--- src/rtl/demux_collector_pkg.sv ---
// Shared types and constants for the demux word collector.
package demux_collector_pkg;

   localparam int unsigned NUM_CH   = 4;
   localparam int unsigned CH_W     = 2;
   localparam int unsigned OVFCNT_W = 16;

   // Channel index, also the width of the demux select
   typedef logic [CH_W-1:0] chan_t;

   // Output stage: nothing presented / word held on the output stream
   typedef enum logic {
      ST_IDLE    = 1'b0,
      ST_PRESENT = 1'b1
   } out_state_t;

   // Round-robin successor of a channel, wrapping at NUM_CH
   function automatic chan_t next_chan(input chan_t c);
      return c + chan_t'(1);
   endfunction

endpackage

--- src/rtl/demux_chan_shifter.sv ---
// One demux channel: bit shift register, bit counter, holding word,
// full flag and sticky overflow detection.
// Optional: DEMUX_COLLECTOR_OVFCNT_EN exposes a per-cycle drop strobe.
module demux_chan_shifter #(
   parameter int unsigned DATA_W    = 8,
   parameter bit          MSB_FIRST = 1'b1
) (
   input  logic              clk,
   input  logic              rst_n,
   input  logic              cap,
   input  logic              bit_in,
   input  logic              drain,
   output logic [DATA_W-1:0] hold,
   output logic              full,
   output logic              ovf
`ifdef DEMUX_COLLECTOR_OVFCNT_EN
   ,
   output logic              ovf_evt_c
`endif
);

   localparam int unsigned       CNT_W    = (DATA_W > 2) ? $clog2(DATA_W) : 1;
   localparam logic [CNT_W-1:0]  CNT_LAST = CNT_W'(DATA_W - 1);

   logic [DATA_W-1:0] sr_q;
   logic [DATA_W-1:0] sr_d;
   logic [CNT_W-1:0]  cnt_q;
   logic              last_c;
   logic              drop_c;

   // Next shift-register value including the incoming bit; completion and drop decode
   always_comb begin
      sr_d = sr_q;
      if (MSB_FIRST) begin
         sr_d = {sr_q[DATA_W-2:0], bit_in};
      end else begin
         sr_d = {bit_in, sr_q[DATA_W-1:1]};
      end
      last_c = cap && (cnt_q == CNT_LAST);
      // A completing word is lost only if the previous one is still held and not leaving now
      drop_c = last_c && full && !drain;
   end

`ifdef DEMUX_COLLECTOR_OVFCNT_EN
   assign ovf_evt_c = drop_c;
`endif

   // Bit accumulation; runs regardless of whether the completed word is kept
   always_ff @(posedge clk or negedge rst_n) begin
      if (!rst_n) begin
         sr_q  <= '0;
         cnt_q <= '0;
      end else if (cap) begin
         sr_q <= sr_d;
         if (last_c) begin
            cnt_q <= '0;
         end else begin
            cnt_q <= cnt_q + CNT_W'(1);
         end
      end
   end

   // Holding word and full flag; a drain in the completion cycle frees the slot first
   always_ff @(posedge clk or negedge rst_n) begin
      if (!rst_n) begin
         hold <= '0;
         full <= 1'b0;
      end else if (last_c && !drop_c) begin
         hold <= sr_d;
         full <= 1'b1;
      end else if (drain) begin
         full <= 1'b0;
      end
   end

   // Sticky overflow flag
   always_ff @(posedge clk or negedge rst_n) begin
      if (!rst_n) begin
         ovf <= 1'b0;
      end else if (drop_c) begin
         ovf <= 1'b1;
      end
   end

endmodule

--- src/rtl/demux_word_collector.sv ---
// Collects demultiplexed bits into per-channel words and merges the
// completed words onto one valid/ready stream with round-robin arbitration.
// Optional: DEMUX_COLLECTOR_OVFCNT_EN adds the saturating OvfCount output.
module demux_word_collector
   import demux_collector_pkg::*;
#(
   parameter int unsigned DATA_W    = 8,
   parameter bit          MSB_FIRST = 1'b1
) (
   input  logic              Clk,
   input  logic              Rst_n,
   input  logic              BitValid,
   input  logic [CH_W-1:0]   Sel,
   input  logic [NUM_CH-1:0] DemuxOut,
   output logic [DATA_W-1:0] WordData,
   output logic [CH_W-1:0]   WordChan,
   output logic              WordValid,
   input  logic              WordReady,
   output logic [NUM_CH-1:0] Overflow,
   output logic              SelError
`ifdef DEMUX_COLLECTOR_OVFCNT_EN
   ,
   output logic [OVFCNT_W-1:0] OvfCount
`endif
);

   logic [DATA_W-1:0] hold [NUM_CH];
   logic [NUM_CH-1:0] full;
   logic [NUM_CH-1:0] drain_c;
   logic              bit_c;

   out_state_t        state_q;
   out_state_t        state_d;
   chan_t             rr_q;
   chan_t             rr_d;
   logic [DATA_W-1:0] data_d;
   chan_t             chan_d;
   logic              valid_d;
   logic              sel_err_d;
   chan_t             idx;
   chan_t             pick;
   logic              found;

`ifdef DEMUX_COLLECTOR_OVFCNT_EN
   logic [NUM_CH-1:0] ovf_evt_c;
`endif

   // The data bit always comes from the selected demux output
   assign bit_c = DemuxOut[Sel];

   // Per-channel word assembly
   for (genvar c = 0; c < NUM_CH; c++) begin : g_chan
      demux_chan_shifter #(
         .DATA_W    (DATA_W),
         .MSB_FIRST (MSB_FIRST)
      ) u_shifter (
         .clk       (Clk),
         .rst_n     (Rst_n),
         .cap       (BitValid && (Sel == chan_t'(c))),
         .bit_in    (bit_c),
         .drain     (drain_c[c]),
         .hold      (hold[c]),
         .full      (full[c]),
         .ovf       (Overflow[c])
`ifdef DEMUX_COLLECTOR_OVFCNT_EN
         ,
         .ovf_evt_c (ovf_evt_c[c])
`endif
      );
   end

   // Round-robin scan: first full channel at or above the RR pointer, wrapping
   always_comb begin
      found = 1'b0;
      pick  = rr_q;
      idx   = rr_q;
      for (int i = 0; i < NUM_CH; i++) begin
         idx = rr_q + chan_t'(i);
         if (!found && full[idx]) begin
            found = 1'b1;
            pick  = idx;
         end
      end
   end

   // Output FSM next state, output register inputs and drain strobes
   always_comb begin
      state_d   = state_q;
      rr_d      = rr_q;
      data_d    = WordData;
      chan_d    = WordChan;
      valid_d   = WordValid;
      drain_c   = '0;
      sel_err_d = BitValid && ((DemuxOut & ~(NUM_CH'(1) << Sel)) != '0);
      case (state_q)
         ST_IDLE: begin
            if (found) begin
               data_d  = hold[pick];
               chan_d  = pick;
               valid_d = 1'b1;
               state_d = ST_PRESENT;
            end
         end
         ST_PRESENT: begin
            if (WordReady) begin
               drain_c[WordChan] = 1'b1;
               valid_d           = 1'b0;
               rr_d              = next_chan(WordChan);
               state_d           = ST_IDLE;
            end
         end
         default: begin
            valid_d = 1'b0;
            state_d = ST_IDLE;
         end
      endcase
   end

   // Output FSM state and registered outputs
   always_ff @(posedge Clk or negedge Rst_n) begin
      if (!Rst_n) begin
         state_q   <= ST_IDLE;
         rr_q      <= '0;
         WordData  <= '0;
         WordChan  <= '0;
         WordValid <= 1'b0;
         SelError  <= 1'b0;
      end else begin
         state_q   <= state_d;
         rr_q      <= rr_d;
         WordData  <= data_d;
         WordChan  <= chan_d;
         WordValid <= valid_d;
         SelError  <= sel_err_d;
      end
   end

`ifdef DEMUX_COLLECTOR_OVFCNT_EN
   // Saturating count of dropped words; at most one channel can drop per cycle
   always_ff @(posedge Clk or negedge Rst_n) begin
      if (!Rst_n) begin
         OvfCount <= '0;
      end else if ((ovf_evt_c != '0) && (OvfCount != '1)) begin
         OvfCount <= OvfCount + OVFCNT_W'(1);
      end
   end
`endif

endmodule
--- config.mk ---
export PLATFORM = sky130hd
export DESIGN_NAME = demux_word_collector
export DESIGN_NICKNAME = d
export VERILOG_FILES = /design/src/rtl/demux_collector_pkg.sv /design/src/rtl/demux_chan_shifter.sv /design/src/rtl/demux_word_collector.sv
export SDC_FILE = /design/constraint.sdc
export NUM_CORES = 1
export LEC_CHECK = 0
export ABC_AREA = 1
export BUFFER_PORTS_ARGS = -buffer_cell sky130_fd_sc_hd__buf_2
export CORE_MARGIN = 2
export CORE_UTILIZATION = 61
export CTS_CLUSTER_DIAMETER = 60
export DETAILED_ROUTE_END_ITERATION = 16
export GPL_TIMING_DRIVEN = 0
export PLACE_DENSITY = 0.8
export SYNTH_ARGS = -nofsm -noshare
export SYNTH_HDL_FRONTEND = slang
export SYNTH_HIERARCHICAL = 1
export SYNTH_SLANG_ARGS = --single-unit
--- constraint.sdc ---
create_clock -name Clk -period 2.05 [get_ports Clk]
set_input_delay 0.205 -clock Clk [delete_from_list [all_inputs] [get_ports Clk]]
set_output_delay 0.205 -clock Clk [all_outputs]
set_load 0.05 [all_outputs]
== Word level (Yosys, flattened, before mapping) ==
Cells that the tools add are included.

* Register bits: 95
* Logic and storage cells: 143
* Input port bits: 10
* Output and inout port bits: 16

* Multiplexer cells: 42
* Shifts and indexed selects: 1
* Bitwise gates (word level): 4
* Add/subtract/negate cells: 8
* Reduce and logical (&&, ||, !) cells: 45
* $lt $le $gt $ge: 8
* Equal/unequal tests: 9

{| class="wikitable"
|+ Operator list
! cell !! count
|-
| $logic_and A1 B1 Y1 || 25
|-
| $mux W1 || 22
|-
| $lt A2 B3 Y1 const B || 6
|-
| $bmux W8 S2 || 1
|-
| $mux W8 || 2
|-
| $add A3 B1 Y3 const B || 4
|-
| $eq A3 B3 Y1 const B || 4
|-
| $mux W3 || 4
|-
| $logic_not A1 Y1 || 11
|-
| $bmux W1 S2 || 5
|-
| $mux W4 || 2
|-
| $reduce_bool A2 Y1 || 4
|-
| $mux W2 || 3
|-
| $reduce_and A2 Y1 || 3
|-
| $add A2 B1 Y2 const B || 2
|-
| $add A2 B2 Y2 const B || 2
|-
| $and A4 B4 Y4 || 1
|-
| $eq A2 B2 Y1 const B || 2
|-
| $ne A2 B2 Y1 const B || 2
|-
| $not A4 Y4 || 1
|-
| $pmux W1 S2 || 2
|-
| $reduce_bool A4 Y1 || 1
|-
| $shl A1 B2 Y4 const A || 1
|-
| $ge A3 B3 Y1 const B || 1
|-
| 6 further kinds || 6
|}

== Longest topological paths before layout ==
* Word-level depth: 16
* Depth in mapped cells: 18
* Gate-level depth less buffers: 16

== Hierarchy ==
Netlist, hierarchy kept.

{| class="wikitable"
|+ By module, submodules not included
! module !! cells an instance !! area an instance (um^2) !! times used
|-
| demux_chan_shifter || 84 || 800.8 || 4
|-
| demux_word_collector || 237 || 1503.9 || 1
|}

== Worst setup path before layout ==
No wires, ideal clock.

* Path type: flip-flop to flip-flop
* Start point: register rr_q[0]
* End point: register WordData[0]
* Cell stages (with the launch flop): 15
* Period minus slack after synthesis: 1.724 ns
* Setup slack: 0.326 ns
* Arrival: 1.607 ns
* Library setup time: 0.118 ns
* Path through: dfrtp_1 -> buf_6 -> nand2_1 -> nand3_1 -> nand2_4 -> nand4_4 -> nand2_4 -> nand2_4 -> buf_8 -> nand2_2 -> nand2_1 -> nand2_1 -> nand2_1 -> nand2_1 -> nand2_1

* Word-level cells in the longest chain between the ends: 16
* Elaborated cells on any way between the ends: 29
* Classes of those cells: add/sub (3); mux (18); bitwise (1); reduce/logical (7)

{| class="wikitable"
|+ RTL lines
! element !! line !! text
|-
| start: declaration || demux_word_collector.sv:34 || <nowiki>chan_t rr_q;</nowiki>
|-
| start signal: assignment || demux_word_collector.sv:130 || <nowiki>rr_q <= rr_d;</nowiki>
|-
| parallel branches: the longest is 16 deep, another holds $add A2 B1 Y2 || -- ||
|-
| end signal: assignment || demux_word_collector.sv:131 || <nowiki>WordData <= data_d;</nowiki>
|-
| end: declaration || demux_word_collector.sv:15 || <nowiki>output logic [DATA_W-1:0] WordData,</nowiki>
|}

Several ways; the timed one is not identified. The select of a mux whose other input is x is not followed.
A chain may end at the register's enable or synchronous reset.

== Worst setup path after layout ==
Ends and elaborated chain as after synthesis.

==> summary.txt <==
Outcome
  – Status: completed

GRT
  – Largest net degree at the start of global routing: 58
  – Vias in the first global route: 3528
  – Initial antenna violation count: 0
  – Global-route wire length before repair: roughly 16000 um
  – Total GRT Usage: about a quarter
  – Grt ovf: 0

Clocking
  – Sink Count: 95
  – TritonCTS buffer count: 9
  – Clock root buffer: clkbuf_8
  – CTS tree: yes
  – CTS HTree Levels: 3
  – CTS Buffer Depth: 2
  – Worst skew pair latency: between 300 and 400 ps
  – Worst-path clk slew: 90 ps

Routing
  – Antenna-violating nets left: 0
  – First DRT Iteration DRCs: roughly 200
  – DRC Markers: 0
  – Drt pass-1 iters: 4
  – DR WL/cell: ~13 um
  – Via count: 3744
  – Via density: just over 5
  – Final Routed Wirelength: roughly 9500 um

Synthesis
  – Syn Nets: roughly 600
  – EDFF count, synth: 0
  – Mapped Area: approximately 0.0047 mm^2
  – Synth Area per Inst: approximately 8.2 um^2
  – Synth top area share: roughly 51%
  – Synth Instances: around 570
  – Predominant post-synthesis flop cell: dfrtp_1
  – Synth area leader: dfrtp_1
  – Asr flop ratio synth: 100%
  – Count leader, synth: nand2_1
  – Post-synth top cells: nand2_1 (201), dfrtp_1 (95), nand3_1 (69)
  – Yosys cell types: 27
  – Flops & latches, synth: 95
  – Cells taking the most area after synthesis: dfrtp_1 (51%), nand2_1 (16%), nand3_1 (7.3%)
  – Seq/Total Area, Yosys: about half
  – Synth warnings: 6

Worst setup path
  – Worst setup path category: flip-flop to flip-flop
  – FF-to-FF End: WordData[0]$_DFFE_PN0P_
  – Startpoint Class: flip-flop
  – CP dominant cell by count: nand2_1
  – Arrival time at the worst endpoint: roughly 2200 ps
  – CP required: between 2000 and 2500 ps
  – Max stage delay on crit path: around 420 ps
  – CP max-delay cell: dfrtp_1
  – Reg2reg path depth: 14
  – CP Max Fanout: 10
  – Buffers and inverters on the worst path: 2
  – CP endpoint kind: flip-flop
  – Critical R2R Launch: rr_q[0]$_DFFE_PN0P_
  – Worst path top cell family by delay: simple AND/OR/NAND/NOR gates
  – Crit-path cells: buf_6 -> nand2_1 -> nand3_1 -> nand2_4 -> nand4_4 -> nand2_4 -> nand2_4 -> buf_8 -> nand2_2 -> nand2_1 -> nand2_1 -> nand2_1 -> nand2_1 -> nand2_1
  – R2R setup slack: approximately 93 ps

Timing
  – RSZ-0062 raised after global routing: true
  – Worst-margin pin slew: ~510 ps
  – Total Neg Setup Slack: 0 ps
  – Fmax: between 0.5 and 0.6 GHz
  – Clock skew: between 5 and 6 ps
  – Minimum clock period: 1960 ps
  – Final Hold Violating Endpoints: 0
  – Relative slew slack: about 66%
  – Final count of pins violating max slew: 0
  – Setup Viol. Count Final: 0
  – Final period utilization: between 90 and 100%

Hold path
  – Hold Path Origin: WordReady
  – WHS Path Cells: 2
  – Hold WC Path Type: input pin to flip-flop
  – Worst Hold End: state_q$_DFF_PN0_

Final layout
  – Diodes inserted: 0
  – Share of layout cells above drive strength 1: between 15 and 20%
  – NumNets Final: 640
  – FF+latch area: around 0.0024 mm^2
  – Syn-to-layout area delta: 11.7%
  – Multi-input gate area: a little under 0.002 mm^2
  – Fin cells: 725
  – Fillers: between 600 and 700

Placed design
  – GPL Wtd Cong: between 0.8 and 0.9
  – Placed cell count: between 700 and 800
  – PortBufs: 25
  – DP Wirelength: 6970 um

Floorplanning
  – IO Count: 26
  – Die area: ~0.0084 mm^2
  – Site Rows: 32
  – Die Height: 91.8 um
  – Core ar.: about 0.0076 mm^2
  – Die width: 91.8 um
  – Initial Util: 61.9%

Job
  – Maxcap violations: 0

Pwr
  – P_leak: 0.00284 uW
  – Worst vdd ir: approximately 0.58 mV
  – Pwr dens: 1500 mW/mm^2
==> cells by family after synthesis <==
kind of cell,Yosys count,synth area share (%)
fa+ha+maj,12,3.19
compound gates,54,6.14
simple gates,332,31.9
buf+inv,80,8.27
flops,95,50.5
==> flip-flops by register name (all words and copies together) (netlist names) <==
| signal | cells |
|---|---|
| g_chan.u_shifter/full | 4 |
| rr_q | 2 |
| g_chan.u_shifter/hold | 32 |
| g_chan.u_shifter/cnt_q | 12 |
| WordData | 8 |
| SelError | 1 |
| WordChan | 2 |
| WordValid | 1 |
| g_chan.u_shifter/sr_q | 28 |
| state_q | 1 |
| g_chan.u_shifter/ovf | 4 |
==> final cells by class <==
cell class,instances,share of cell area (%)
plain buffers,18,2.76
clock buffers,11,2.50
clock inverters,5,1.12
inverters,62,4.71
multi-input cells,398,37.1
flip-flops and latches,95,45.2
well taps,102,2.43
repair buffers,34,4.14
==> placed cells by master (no fill, tap or decap), types with 2 or more instances in the layout <==
| master | count |
|---|---|
| buf_2 | 32 |
| clkinvlp_4 | 2 |
| o21ai_1 | 28 |
| nand3_2 | 4 |
| clkbuf_8 | 9 |
| nand2_4 | 6 |
| o21bai_1 | 4 |
| o21ai_0 | 4 |
| buf_6 | 4 |
| nand3_1 | 68 |
| buf_8 | 2 |
| ha_1 | 12 |
| nor2_1 | 24 |
| dfrtp_1 | 95 |
| nand2_1 | 199 |
| buf_4 | 12 |
| clkbuf_1 | 2 |
| a21oi_1 | 14 |
| inv_4 | 4 |
| inv_1 | 56 |
| nand4_4 | 2 |
| nand2_2 | 26 |
==> stage by stage <==
step / hold slack, ps / total power (uW) / setup slack [ps] / utilization, % / area, um^2
2_1_floorplan: -90.6 / 5650 / 326 / - / 4710
3_3_place_gp: 400 / 6340 / -98.4 / 65.2 / 4960
3_5_place_dp: 219 / 6500 / 93.0 / 65.6 / 4990
4_1_cts: 44.1 / 7690 / 84.9 / 68.2 / 5190
5_1_grt: 62.1 / 8530 / -40.1 / 69.1 / 5260
6_report: 48.3 / 7890 / 93.1 / 69.1 / 5260
==> where the power goes <==
part,internal (uW),leakage (uW),switching (uW)
sequential,2540,0.00120,455
clock,565,0.0000895,629
combinational,1290,0.00155,2410
total,4390,0.00284,3500
==> timing repair <==
item	in CTS	in global routing
hold buffers	1	0
resized for setup	0	6
setup endpoints to repair	0	8
endpoints found under the hold margin	38	0
buffers inserted	0	7
==> how the worst max path moves through the flow <==
stage | startpoint | endpoint | slack, ps | depth (start not counted)
global route | rr_q[0]$_DFFE_PN0P_ | WordData[6]$_DFFE_PN0P_ | -40 | 17
floorplan | rr_q[0]$_DFFE_PN0P_ | WordData[0]$_DFFE_PN0P_ | 330 | 14
finish | rr_q[0]$_DFFE_PN0P_ | WordData[0]$_DFFE_PN0P_ | 90 | 14
detailed placement | rr_q[0]$_DFFE_PN0P_ | WordData[0]$_DFFE_PN0P_ | 90 | 14
global placement | Rst_n | g_chan[0].u_shifter/cnt_q[1]$_DFFE_PN0P_ | -100 | 1
CTS | rr_q[0]$_DFFE_PN0P_ | WordData[0]$_DFFE_PN0P_ | 80 | 14
==> routing by layer <==
| layer | GRT usage (%) | share of wire (%) |
|---|---|---|
| met1 | 33.9 | 47 |
| met2 | 37.8 | 48 |
| met3 | 4.11 | 3.3 |
| met4 | 9.95 | 2.3 |
| met5 | 0 | 0 |
Note: power is estimated with default switching activity, not from simulation.
